[config.mk]
export PLATFORM = sky130hd
export DESIGN_NAME = dct_transpose_buf
export DESIGN_NICKNAME = d
export VERILOG_FILES = /design/src/rtl/dct_pkg.sv /design/src/rtl/tp_bank.sv /design/src/rtl/dct_transpose_buf.sv
export SDC_FILE = /design/constraint.sdc
export NUM_CORES = 1
export LEC_CHECK = 0
export BUFFER_PORTS_ARGS = -buffer_cell sky130_fd_sc_hd__buf_2
export CELL_PAD_IN_SITES_DETAIL_PLACEMENT = 0
export CELL_PAD_IN_SITES_GLOBAL_PLACEMENT = 2
export CORE_UTILIZATION = 30
export DETAILED_ROUTE_END_ITERATION = 10
export HOLD_SLACK_MARGIN = 0.08
export PLACE_DENSITY_LB_ADDON = 0.15
export SETUP_SLACK_MARGIN = 0.2
export SYNTH_ARGS = -nofsm -noshare
export SYNTH_HDL_FRONTEND = slang
export SYNTH_HIERARCHICAL = 1
export SYNTH_SLANG_ARGS = --single-unit
[constraint.sdc]
create_clock -name clk -period 18.3 [get_ports clk]
set_clock_uncertainty 0.2 [all_clocks]
set_input_delay 0 -clock clk [delete_from_list [all_inputs] [get_ports clk]]
set_output_delay 0 -clock clk [all_outputs]
set_load 0.1 [all_outputs]
[src/rtl/dct_pkg.sv]
// Shared constants for the 2D DCT transpose path and the helper that locates
// element k inside a packed row or column (element 0 occupies the MSBs).
package dct_pkg;

    localparam int DATA_W = 38;
    localparam int N      = 4;
    localparam int ROW_W  = N * DATA_W;

    function automatic int elem_lsb(input int k, input int n, input int w);
        return (n - 1 - k) * w;
    endfunction

endpackage

[src/rtl/tp_bank.sv]
// One N x N coefficient bank: written a whole row at a time, read a whole
// column at a time through a combinational mux.
module tp_bank
    import dct_pkg::elem_lsb;
#(
    parameter int DATA_W = dct_pkg::DATA_W,
    parameter int N      = dct_pkg::N,
    parameter int IDX_W  = $clog2(N)
) (
    input  logic                clk,
    input  logic                we,
    input  logic [IDX_W-1:0]    wr_row,
    input  logic [N*DATA_W-1:0] wr_data,
    input  logic [IDX_W-1:0]    rd_col,
    output logic [N*DATA_W-1:0] rd_data
);

    // Contents are never observable before being written, so no reset.
    logic [DATA_W-1:0] mem [N][N];

    always_ff @(posedge clk) begin
        if (we) begin
            for (int c = 0; c < N; c++) begin
                mem[wr_row][c] <= wr_data[elem_lsb(c, N, DATA_W) +: DATA_W];
            end
        end
    end

    always_comb begin
        rd_data = '0;
        for (int r = 0; r < N; r++) begin
            rd_data[elem_lsb(r, N, DATA_W) +: DATA_W] = mem[r][rd_col];
        end
    end

endmodule

[src/rtl/dct_transpose_buf.sv]
// Ping-pong 4x4 transpose buffer: one bank fills with row packs while the other
// drains as column packs through a valid/ready output register.
module dct_transpose_buf #(
    parameter int DATA_W = dct_pkg::DATA_W,
    parameter int N      = dct_pkg::N
) (
    input  logic                clk,
    input  logic                rst,
    input  logic                in_valid,
    input  logic [N*DATA_W-1:0] in_row,
    output logic                in_ready,
    output logic                out_valid,
    output logic [N*DATA_W-1:0] out_col,
    output logic                out_last,
    input  logic                out_ready,
    output logic                ovf
);

    localparam int IDX_W = $clog2(N);
    localparam logic [IDX_W-1:0] LAST = IDX_W'(N - 1);

    logic [1:0]          full;
    logic [1:0]          full_nxt;
    logic                wr_sel;
    logic                rd_sel;
    logic [IDX_W-1:0]    wr_row;
    logic [IDX_W-1:0]    rd_col;
    logic [N*DATA_W-1:0] bank_col [2];
    logic                wr_fire;
    logic                wr_done;
    logic                rd_load;
    logic                rd_done;

    assign in_ready = !full[wr_sel];
    assign wr_fire  = in_valid && in_ready;
    assign wr_done  = wr_fire && (wr_row == LAST);
    assign rd_load  = (!out_valid || out_ready) && full[rd_sel];
    assign rd_done  = rd_load && (rd_col == LAST);

    for (genvar b = 0; b < 2; b++) begin : g_bank
        tp_bank #(
            .DATA_W (DATA_W),
            .N      (N),
            .IDX_W  (IDX_W)
        ) u_bank (
            .clk     (clk),
            .we      (wr_fire && (wr_sel == 1'(b))),
            .wr_row  (wr_row),
            .wr_data (in_row),
            .rd_col  (rd_col),
            .rd_data (bank_col[b])
        );
    end

    // Writer and reader always point at different banks when both act, so a
    // set and a clear on the same edge never collide.
    always_comb begin
        full_nxt = full;
        if (wr_done) full_nxt[wr_sel] = 1'b1;
        if (rd_done) full_nxt[rd_sel] = 1'b0;
    end

    always_ff @(posedge clk) begin
        if (rst) begin
            full      <= '0;
            wr_sel    <= 1'b0;
            rd_sel    <= 1'b0;
            wr_row    <= '0;
            rd_col    <= '0;
            out_valid <= 1'b0;
            out_col   <= '0;
            out_last  <= 1'b0;
            ovf       <= 1'b0;
        end else begin
            full <= full_nxt;
            if (wr_fire) begin
                wr_row <= wr_done ? '0 : wr_row + 1'b1;
                if (wr_done) wr_sel <= !wr_sel;
            end
            if (in_valid && !in_ready) ovf <= 1'b1;
            if (rd_load) begin
                out_col   <= bank_col[rd_sel];
                out_last  <= (rd_col == LAST);
                out_valid <= 1'b1;
                rd_col    <= rd_done ? '0 : rd_col + 1'b1;
                if (rd_done) rd_sel <= !rd_sel;
            end else if (out_ready) begin
                out_valid <= 1'b0;
            end
        end
    end

endmodule

==> out/qor_table.md <==
| Step | Metric | Reported |
| --- | --- | --- |
| route | Vias per Instance | 4.71 |
| floorplanning | Die ar. | 174,000 um2 |
| power and ir drop | Total chip power | 6.90 mW |
| sta | Final setup vio count | 0 |
| critical path | CP max FO | 103 |
| clock tree | Maximum clock path buffer count | 3 |
| route | Detailed-router iteration count before antenna repair | 5 |
| yosys | Net count of the mapped netlist | 2,502 |
| yosys | Count of cell types in the netlist | 36 |
| clock tree | Clock tree from TritonCTS | done |
| route | First-iteration detailed-routing DRC count | 1,647 |
| critical path | Kind of end point of the critical path | register |
| grt | Total overflow reported by the global router | 0 |
| critical path | Flop-to-flop setup slack | 13.65 ns |
| run | Number of max-capacitance violations reported | 0 |
| yosys | Most frequently used cell type in the post-synthesis netlist | edfxtp_1 |
| clock tree | Inserted Clock Buffers | 159 |
| sta | Achievable frequency | 0.215 GHz |
| grt | Total GRT Usage | 0.160 |
| yosys | Yosys synthesis warning count | 6 |
| yosys | Share of the yosys chip area belonging to registers | 0.767 |
| grt | Global-route wire length before repair | 202,000 um |
| yosys | Most frequent cells after synthesis | edfxtp_1, mux4_2, dfxtp_1 |
| clock tree | Post-CTS Resized | 0 |
| worst hold path | Hold Crit Endpoint | out_last$_SDFFE_PP0P_ |
| yosys | Post-synthesis area per instance | 22.1 um2 |
| clock tree | Root buffer cell | clkbuf_16 |
| grt | Vias in the first global route | 28,051 |
| sta | Final cycle utilization of the critical path | 0.254 |
| route | DRT Wirelength | 138,000 um |
| yosys | Number of flops mapped to enable cells by yosys | 1,216 |
| route | Routed length per instance | 25.3 um |
| yosys | Async set-reset flop share out of synthesis | 0 |
| clock tree | H-tree depth | 4 |
| run status | Result of the run | finished, final reports clean |
| power and ir drop | Power Dens Cells | 108 nW/um2 |
| place | Routability congestion estimate | 0.698 |
| sta | Pins Over Slew Limit | 0 |
| critical path | Buffer and inverter count on the worst path | 3 |
| yosys | Post-synth top area cell | edfxtp_1 |
| power and ir drop | Worst supply voltage drop on vdd | 67.9 uV |
| place | Port-buffer cells | 311 |
| yosys | Share of the synthesized area in the top cell type | 0.704 |
| route | Via Count | 25,785 |
| critical path | Standard cell with the maximum stage delay on the critical path | buf_4 |
| clock tree | Sinks on Clock Net | 1,379 |
| power and ir drop | Leak pwr | 20.1 nW |
| floorplanning | Die width | 418 um |
| floorplanning | Starting utilization of the core area | 0.302 |
| yosys | Most instantiated flip-flop cell in the synthesis netlist | edfxtp_1 |
| place | Half-perimeter wire length after detailed placement | 77,100 um |
| yosys | Synthesized instance count | 2,344 |
| critical path | Worst reg-to-reg path cell count | 6 |
| floorplanning | I/O pin cnt | 312 |
| route | Count of antenna-violating nets left after detailed routing | 0 |
| final layout | # nets final | 3,175 |
| sta | Slew headroom | 0.222 |
| sta | Worst hold slack | 0.207 ns |
| worst hold path | Cell count of the worst hold path | 5 |
| critical path | Critical path launch point type | register |
| grt | Antenna violations before repair | 5 |
| floorplanning | Standard-cell rows | 152 |
| clock tree | Clock-pin slew on the worst setup and hold paths | 0.06 ns |
| critical path | Crit Reg-Reg Endpoint | out_col[44]$_SDFFE_PP0P_ |
| final layout | Post-synthesis to final-layout area growth | 23.6% |
| sta | Fin. Hold Viols | 0 |
| critical path | Cell family contributing the most delay on the critical path | buffers and inverters |
| sta | Final period demand of the worst path | 4.65 ns |
| grt | Maximum number of pins on one net before global-route repair | 104 |
| critical path | CP peak stage delay | 0.88 ns |
| final layout | Share of cells above drive strength 1 | 0.324 |
| floorplanning | CORE AREA | 172,000 um2 |
| yosys | Leading post-synthesis cells by cell area | edfxtp_1, mux4_2, dfxtp_1 |
| sta | Unrepaired setup endpoints after global routing | no |
| worst hold path | Start point of the worst hold path | out_ready |
| sta | Total negative slack for setup checks | 0 ns |
| critical path | Startpoint-to-endpoint class of the critical path | reg2reg |
| worst hold path | Class of the worst hold path | in2reg |
| critical path | CP dominant cell by count | buf_4 |
| critical path | Required time worst endpoint | 18.72 ns |
| yosys | Total of flip-flops plus latches after synthesis | 1,379 |
| clock tree | Clock latency on the worst-skew pair | 0.79 ns |
| critical path | Cell breakdown of the critical path | buf_4 -> buf_12 -> buf_4 -> mux4_2 -> mux2i_1 -> a211oi_2 |
| sta | Tightest Pin Transition | 1.17 ns |
| route | Remaining design rule violation count | 0 |
| critical path | Arrival time worst endpoint | 5.06 ns |
| critical path | Reg-to-Reg Start | rd_col[0]$_SDFFE_PP0P_ |
| yosys | Synthesized cell area | 51,800 um2 |
| floorplanning | Die height | 418 um |
==> stage by stage <==
stage | std cells | utilization | area, um2 | setup WS (ns)
after floorplan | 2344 | - | 51800 | 5.53
after global placement | 4855 | 0.325 | 55800 | 13.44
after detailed placement | 4855 | 0.325 | 55800 | 13.39
after CTS | 5463 | 0.373 | 64100 | 13.36
after global routing | 5466 | 0.373 | 64100 | 13.09
final | 5469 | 0.374 | 64100 | 13.65
==> kinds of logic after synthesis <==
group / synth area share
flip-flops: 0.767
multiplexers: 0.163
AO/OA/AOI/OAI: 0.0487
buffers and inverters: 0.0177
AND/OR/NAND/NOR: 0.00307
adder cells (fa/ha/maj): 0.000483
==> registers in the layout (all words and copies together) (netlist names) <==
name / flops
rd_sel: 1
wr_sel: 1
g_bank.u_bank/mem: 1216
rd_col: 2
out_valid: 1
out_last: 1
full: 2
ovf: 1
out_col: 152
wr_row: 2
==> layout make-up <==
cell class / instances / area [um2]
clock buffers: 226 / 4420
well taps: 2310 / 2890
inverters: 4 / 15.0
diodes: 6 / 15.0
fillers: 15855 / 107000
multi-input cells: 807 / 11200
repair buffers: 666 / 5030
flip-flops and latches: 1379 / 39800
clock inverters: 71 / 727
==> tightest hold or removal path, delay by kind of cell <==
kind	cells	cell delay, ns
and+or+nand+nor	1	0.10
buffers and inverters	2	0.80
AOI/OAI and AO/OA	2	0.24
==> worst max-delay path by stage <==
stage                                 from                                    to  slack, ns  cells past startpoint
floorplan              wr_sel$_SDFFE_PP0P_  g_bank[1].u_bank/mem[0][0]$_DFFE_PP_       5.53                      2
global placement    rd_col[0]$_SDFFE_PP0P_              out_col[81]$_SDFFE_PP0P_      13.44                      6
detailed placement  rd_col[0]$_SDFFE_PP0P_              out_col[84]$_SDFFE_PP0P_      13.39                      6
CTS                 rd_col[0]$_SDFFE_PP0P_              out_col[44]$_SDFFE_PP0P_      13.36                      6
global route        rd_col[0]$_SDFFE_PP0P_              out_col[44]$_SDFFE_PP0P_      13.09                      6
finish              rd_col[0]$_SDFFE_PP0P_              out_col[44]$_SDFFE_PP0P_      13.65                      6
==> power by group <==
group	internal (mW)	leakage (nW)	switching [mW]	total [mW]
Sequential	3.49	12.4	0.0170	3.51
Combinational	0.0988	5.18	0.177	0.276
Clock	1.84	2.51	1.28	3.12
Total	5.43	20.1	1.47	6.90
==> layout by cell type, fill, tap and decap left out, types with 3 or more instances in the layout <==
cell type	netlist	routed
a21oi_2	60	60
clkbuf_8	0	9
a21oi_1	100	100
dfxtp_1	163	160
a211oi_2	60	60
buf_2	72	310
nor2_1	4	4
clkbuf_1	48	54
o21ai_0	6	6
inv_6	0	7
dfxtp_4	0	3
clkinv_2	0	24
bufinv_16	0	11
diode_2	0	6
clkbuf_16	0	164
edfxtp_1	1216	1216
clkinv_1	0	19
dlygate4sd3_1	0	310
a211oi_1	92	92
mux2i_1	152	152
buf_4	1	43
mux4_2	304	304
and3b_4	0	4
clkinv_4	0	3
inv_1	4	4
==> per-layer routing <==
layer | wire length, um | vias to the layer above | global-route usage
met5 | 11 | - | 0
met4 | 3030 | 2 | 0.0454
li1 | - | 11279 | -
met2 | 71900 | 452 | 0.280
met1 | 58500 | 13856 | 0.202
met3 | 4860 | 196 | 0.0283
==> what timing repair did <==
item | CTS | global route
hold buffers | 311 | 0
buffers inserted | 0 | 0
hold endpoints to repair | 1591 | 0
Power figures use the tool's default switching activity.
